==> config.mk <==
export PLATFORM = sky130hd
export DESIGN_NAME = deser_1x8
export DESIGN_NICKNAME = d
export VERILOG_FILES = /design/src/rtl/deser_1x8.sv
export SDC_FILE = /design/constraint.sdc
export NUM_CORES = 1
export LEC_CHECK = 0
export CELL_PAD_IN_SITES_DETAIL_PLACEMENT = 1
export CELL_PAD_IN_SITES_GLOBAL_PLACEMENT = 1
export CORE_ASPECT_RATIO = 1.75
export CORE_MARGIN = 2
export CORE_UTILIZATION = 37
export DETAILED_ROUTE_END_ITERATION = 7
export MAX_ROUTING_LAYER = met4
export PLACE_DENSITY = 0.83
export RECOVER_POWER = 25
export SETUP_SLACK_MARGIN = 0.5
export SLEW_MARGIN = 20
export SYNTH_ARGS = -nofsm -noshare
export SYNTH_HDL_FRONTEND = slang
export SYNTH_SLANG_ARGS = --single-unit
export TNS_END_PERCENT = 20
==> constraint.sdc <==
create_clock -name clk_i -period 2.6 [get_ports clk_i]
set_clock_uncertainty 0.1 [all_clocks]
set_input_delay 0.65 -clock clk_i [delete_from_list [all_inputs] [get_ports clk_i]]
set_output_delay 0.65 -clock clk_i [all_outputs]
set_load 0.01 [all_outputs]
==> src/rtl/deser_1x8.sv <==
// 1-to-8 deserializer: a 3-bit bit-index counter steers each valid serial bit into an
// assembly register. Completed words move to a holding register with a valid/ready handshake.
// A sticky overrun flag records any completed word that had to be dropped.
module deser_1x8 #(
  parameter bit LSB_FIRST = 1'b1
) (
  input  logic       clk_i,
  input  logic       rst_i,
  input  logic       din_i,
  input  logic       din_valid_i,
  input  logic       sof_i,
  output logic [7:0] dout_o,
  output logic       dout_valid_o,
  input  logic       dout_ready_i,
  output logic [2:0] bit_idx_o,
  output logic       overrun_o
);

  logic [7:0] asm_q, asm_d;
  logic [7:0] dout_q, dout_d;
  logic       dout_valid_q, dout_valid_d;
  logic       overrun_q, overrun_d;
  logic [2:0] bit_idx_q, bit_idx_d;

  logic [2:0] eff_idx;
  logic [2:0] pos;
  logic [7:0] word;
  logic       complete;
  logic       accept;

  // Bit steering: sof forces index 0, and the current bit is merged into the word immediately.
  always_comb begin
    eff_idx     = (sof_i && din_valid_i) ? 3'd0 : bit_idx_q;
    pos         = LSB_FIRST ? eff_idx : (3'd7 - eff_idx);
    word        = asm_q;
    word[pos]   = din_i;
    complete    = din_valid_i && (eff_idx == 3'd7);
    accept      = dout_valid_q && dout_ready_i;
  end

  // Next-state for the assembly register, the counter and the holding register.
  always_comb begin
    asm_d        = asm_q;
    bit_idx_d    = bit_idx_q;
    dout_d       = dout_q;
    dout_valid_d = dout_valid_q;
    overrun_d    = overrun_q;

    if (din_valid_i) begin
      asm_d     = word;
      bit_idx_d = eff_idx + 3'd1;
    end

    if (complete && (!dout_valid_q || accept)) begin
      dout_d       = word;
      dout_valid_d = 1'b1;
    end else if (complete) begin
      // Holding register still owned by the consumer: drop the new word.
      overrun_d = 1'b1;
    end else if (accept) begin
      dout_valid_d = 1'b0;
    end
  end

  // State registers with synchronous reset taking priority over everything.
  always_ff @(posedge clk_i) begin
    if (rst_i) begin
      asm_q        <= 8'h00;
      bit_idx_q    <= 3'd0;
      dout_q       <= 8'h00;
      dout_valid_q <= 1'b0;
      overrun_q    <= 1'b0;
    end else begin
      asm_q        <= asm_d;
      bit_idx_q    <= bit_idx_d;
      dout_q       <= dout_d;
      dout_valid_q <= dout_valid_d;
      overrun_q    <= overrun_d;
    end
  end

  assign dout_o       = dout_q;
  assign dout_valid_o = dout_valid_q;
  assign bit_idx_o    = bit_idx_q;
  assign overrun_o    = overrun_q;

endmodule

Yosys cells after proc, flatten, opt, wreduce, memory -nomap -nowiden. Index checks and enable logic that the tools add are counted.

Add/sub/neg operators: 1. $mul: 0. Div/mod/pow operators: 0. Magnitude comparators: 2. Equality and inequality tests: 2. Shifts and indexed selects: 0. Multiplexer cells: 7. Bitwise operators: 1. Reductions and logical operators: 10.

Operators by type and width (count): 8-bit bitwise mux (1); 1-bit logical AND (5); 3-bit by 4-bit less-than comparator with 1-bit output (second input constant) (1); 1-bit 2-to-1 mux (4); 2-bit AND reduction (2); 3-bit by 1-bit adder with 3-bit output (second input constant) (1); 1-bit demux with 3-bit select (1); 3-bit == test (second input constant) (1); 3-bit by 1-bit greater-or-equal comparator with 1-bit output (second input constant) (1); 3-bit 2-to-1 mux (1); 2-bit by 1-bit inequality test with 1-bit output (second input constant) (1); 2-bit nonzero test (1); 1-bit zero test (1); 1-bit logical OR (1); 1-bit inverter (1).

Flip-flop bits (word level): 21. Latch bits: 0. Memory bits (writable): 0. ROM bits: 0. Input port bits: 6. Output and inout bits: 13. Word-level logic and storage cells: 28. Memories kept: 0.

Depth between registers and ports, before layout.
Word-level depth: 7. Depth in mapped cells: 9. Gate-level depth less buffers: 7.

Least setup slack after synthesis. No wires, ideal clock.

Path kind: input -> register. Start point: input port sof_i. End point: register dout_q[0] (netlist: dout_o[0]). Setup time: 0.146 ns. Data arrival time: 1.893 ns. Data required time: 2.354 ns. Setup slack: 0.461 ns. Stages on the path: 9. Path buffers: 2. Path through: buf_2 > a21bo_2 > clkinv_2 > ha_1 > ha_1 > and2_1 > buf_2 > a21oi_1 > a311oi_1.

Word-level cells in the longest chain between the ends: 7. Elaborated cells on any way between the ends: 11. Classes of those cells: order compare (2); eq/ne (1); mux (4); reduce/logical (4).

RTL lines: start, declared (RTL line 11) `input logic sof_i,`; 1-bit logical AND (*) (RTL line 33) `eff_idx = (sof_i && din_valid_i) ? 3'd0 : bit_idx_q;`; 3-bit 2-to-1 mux (*) (RTL line 33); 3-bit by 4-bit less-than comparator with 1-bit output (implied by the code) / 3-bit by 1-bit greater-or-equal comparator with 1-bit output (equally long branches) (RTL line 36) `word[pos] = din_i;`; 1-bit logical AND (implied by the code) (RTL line 36); 1-bit 2-to-1 mux (implied by the code) (RTL line 36); 1-bit demux with 3-bit select (RTL line 36); 8-bit bitwise mux (RTL line 36); end signal, assigned (RTL line 76) `dout_q <= dout_d;`; end, declared (RTL line 20) `logic [7:0] dout_q, dout_d;`.

Mark *: on every way between the ends. The rest lies on a longest branch, timed or not. A chain may end at the register's enable or synchronous reset.

Final worst setup path.
Start point: input port din_valid_i. End point: register dout_q[5] (netlist: dout_o[5]).

Word-level cells in the longest chain between the ends: 7. Elaborated cells on any way between the ends: 11. Classes of those cells: order compare (2); eq/ne (1); mux (4); reduce/logical (4).

RTL lines: start, declared (RTL line 10) `input logic din_valid_i,`; 1-bit logical AND (RTL line 33); 3-bit 2-to-1 mux (RTL line 33); 3-bit by 4-bit less-than comparator with 1-bit output (implied by the code) / 3-bit by 1-bit greater-or-equal comparator with 1-bit output (equally long branches) (RTL line 36); 1-bit logical AND (implied by the code) (RTL line 36); 1-bit 2-to-1 mux (implied by the code) (RTL line 36); 1-bit demux with 3-bit select (RTL line 36); 8-bit bitwise mux (RTL line 36).

Several ways; a longest one is shown, not always the timed one.

==> summary.txt <==
Synthesis
  – Avg Cell Area, Syn: 8.392 um^2
  – Post-Synth Adder-Cell Area: 2.424%
  – Most numerous cell in the Yosys netlist: dfxtp_1
  – Post-Syn Nets: 131
  – Ys async rst share: 0%
  – Ys flop type: dfxtp_1
  – Cells after Synth: 123
  – Synth Area in Compound Gates: 26.18%
  – Synth Area in XOR/XNOR: 0%
  – Seq/Total Area, Yosys: 40.73%
  – Largest family of logic cells by synthesized area: compound AO/OA/AOI/OAI gates
  – Cell Area, Synth: 1032 um^2
  – Synth top area share: 40.73%
  – Post-synthesis mux area share: 2.909%
  – Synth area leader: dfxtp_1
  – Ranking of synthesized cells by area: dfxtp_1 41%, a21oi_1 8.7%, a311oi_1 6.8%
  – Synth top cells by count: 21 x dfxtp_1, 18 x a21oi_1, 12 x o21ai_0
  – Cell variety after synth: 28
  – EDFF count, synth: 0
  – Simple-Gate Fraction of Synth Area: 23.15%
  – Register bit count reported by yosys: 21
  – Synth Warn #: 0

STA
  – Final hold viol count: 0
  – Fin crit share: 82.31%
  – Worst Tran Pin Value: 0.7888 ns
  – Slew headroom: 47.41%
  – Slew Limit Fails: 0
  – Final WS setup: 0.4599 ns
  – Final setup vio count: 0
  – Post-layout min period: 2.140 ns
  – FMAX: 467.3 MHz
  – RSZ-0062 raised after global routing: yes

Detailed routing
  – Iteration-0 DRC Markers: 21
  – Routed wire length: 2973 um
  – # DRC: 0
  – Pre-antenna DRT Iters: 4
  – Antenna Nets Post-Route: 0
  – Routed length per instance: 17.18 um
  – Via density: 5.948
  – Vias: 1029

Clock network
  – CTS tree: built
  – Sinks on the clock net: 21
  – Clk_lat worst skew: 0.25 ns
  – CTS buffer count: 3
  – Post-cts hold buffer count: 0
  – Worst-case clock buffer depth: 2
  – Clk root buf: clkbuf_8
  – H-tree depth: 1
  – Clock slew at reported path FFs: 0.08 ns
  – Post-CTS setup repair buffer count: 0

Global routing
  – Global-route wire length before repair: 4988 um
  – Largest net degree at the start of global routing: 19
  – Initial antenna violation count: 0
  – Grt ovf: 0
  – Global Route Usage Sum: 20.97%
  – Vias in the first global route: 1093

Setup path
  – Buf/Inv on CP: 2
  – R2R Setup Slk: 0.69 ns
  – Worst path most repeated cell: ha_1
  – Crit end category: register
  – Slowest CP cell: dlygate4sd2_1
  – CP Cell Sequence: dlygate4sd2_1, a21bo_4, clkinvlp_2, ha_1, ha_1, nand2_1, nor2_2, a311oi_1
  – Crit-path leading delay family: compound AO/OA/AOI/OAI gates
  – CP Class: in2reg
  – Worst-path fanout max: 8
  – Worst EP arrival: 2.13 ns
  – Crit path largest cell delay: 0.30 ns
  – CP required: 2.59 ns
  – Type of origin of the critical path: input pin

Cells and area
  – Area grow syn2layout: 29.21%
  – Filler Cell Count: 342
  – Nets: 155
  – Layout cells sized above 1: 14.38%
  – Ant. Diodes: 0

Floorplanning
  – Die Y: 73.87 um
  – Core area: 2690 um^2
  – Die W: 43.93 um
  – Die area: 3245 um^2
  – Starting Density: 38.37%
  – Io pins: 19
  – FP Rows: 25

Worst hold path
  – HP Class: reg2reg

Place
  – Final RePlAce weighted congestion: 0.8641
  – DP Worst Slack: -0.1706 ns
  – Port Buffer Count: 18
  – DP Wirelength: 2321 um

Power
  – Power after layout: 0.0006196 W
  – Worst VDD drop: 0.0002391 V
  – P_leak: 0.4606 nW
  – Pwr/cell area: 464.5 nW/um^2

Status
  – Status: complete, no violations

Flow run
  – Max Cap Viol: 0
==> logic make-up after synthesis <==
kind of cell / after synthesis
mux: 3
fa+ha+maj: 2
simple gates: 43
buf+inv: 10
flops: 21
compound gates: 44
==> worst paths after layout <==
path                             to                 startpoint  cells past startpoint
min          overrun_o$_SDFFE_PP0P_     overrun_o$_SDFFE_PP0P_                      2
max reg2reg  dout_o[5]$_SDFFE_PP0P_  bit_idx_o[1]$_SDFFE_PP0P_                      7
min reg2reg  overrun_o$_SDFFE_PP0P_     overrun_o$_SDFFE_PP0P_                      2
max          dout_o[5]$_SDFFE_PP0P_                din_valid_i                      8
==> repair_timing <==
action,4_1_cts,5_1_grt
resized for setup,6,1
pin swaps,2,0
cloned,0,0
endpoints found under the hold margin,0,0
endpoints found under the setup margin,14,9
==> sequential cells by signal (all words and copies together), names as in the netlist <==
name          count
dout_valid_o      1
bit_idx_o         3
asm_q             8
overrun_o         1
dout_o            8
==> per-layer routing <==
layer	vias up	track usage [%]	part of all wire, %
met5	-	-	0
met4	0	8.754	1.5
met3	6	2.703	2.4
met2	20	39.54	58
met1	505	20.51	38
li1	498	-	-
==> cells in the final DEF, fill, tap and decap left out, drive strengths merged <==
cell           Yosys  final
clkinvlp           0      1
a21bo              2      2
o21ai             12     12
or3b               1      1
a21o               1      1
clkbuf             4      5
nand2b             5      5
dfxtp             21     21
a21oi             18     18
nand3b             1      1
nor2               7      7
dlygate4sd3        0      1
or3                1      1
mux2i              3      3
clkinv             1      1
nand4              4      4
ha                 2      2
a21boi             1      1
dlygate4sd2        0      2
o31ai              2      2
and2               3      3
a311oi             8      8
buf                5      8
clkdlybuf4s50      0     15
nand3             11     11
nor3               1      1
nor3b              1      1
and3b              1      1
nand2              4      4
nor2b              3      3
==> stage by stage <==
stage               setup TNS (ns)  cells  util (%)  cell area, um^2  hold WS, ns
floorplan                        0    123         -             1044       0.3483
global placement          -0.03318    169     47.86             1287       0.3535
detailed placement         -0.9671    169     47.86             1287       0.3743
CTS                              0    173     49.81             1340       0.3874
global route                     0    173     49.58             1334       0.4106
finish                           0    173     49.58             1334       0.3854
==> power breakdown <==
part,leakage [nW],switching [W],internal [W]
registers,0.170,0.00000520,0.000326
clock network,0.0255,0.000103,0.000106
logic,0.265,0.0000437,0.0000353
==> worst reg2reg max path: cells and delay by family (launching register included) <==
| kind | cells | cell delay (ns) |
|---|---|---|
| compound gates | 2 | 0.43 |
| fa+ha+maj | 2 | 0.34 |
| buf+inv | 1 | 0.09 |
| flops | 1 | 0.44 |
| simple gates | 2 | 0.37 |
==> layout make-up <==
class	instances	area (um^2)	area share [%]
multi-input cells	92	581.8	43.62
clock inverters	1	5.005	0.3752
inverters	1	5.005	0.3752
clock buffers	3	41.29	3.096
flip-flops and latches	21	421.7	31.61
repair buffers	28	245.2	18.39
well taps	27	33.78	2.533
Power figures use the tool's default switching activity.
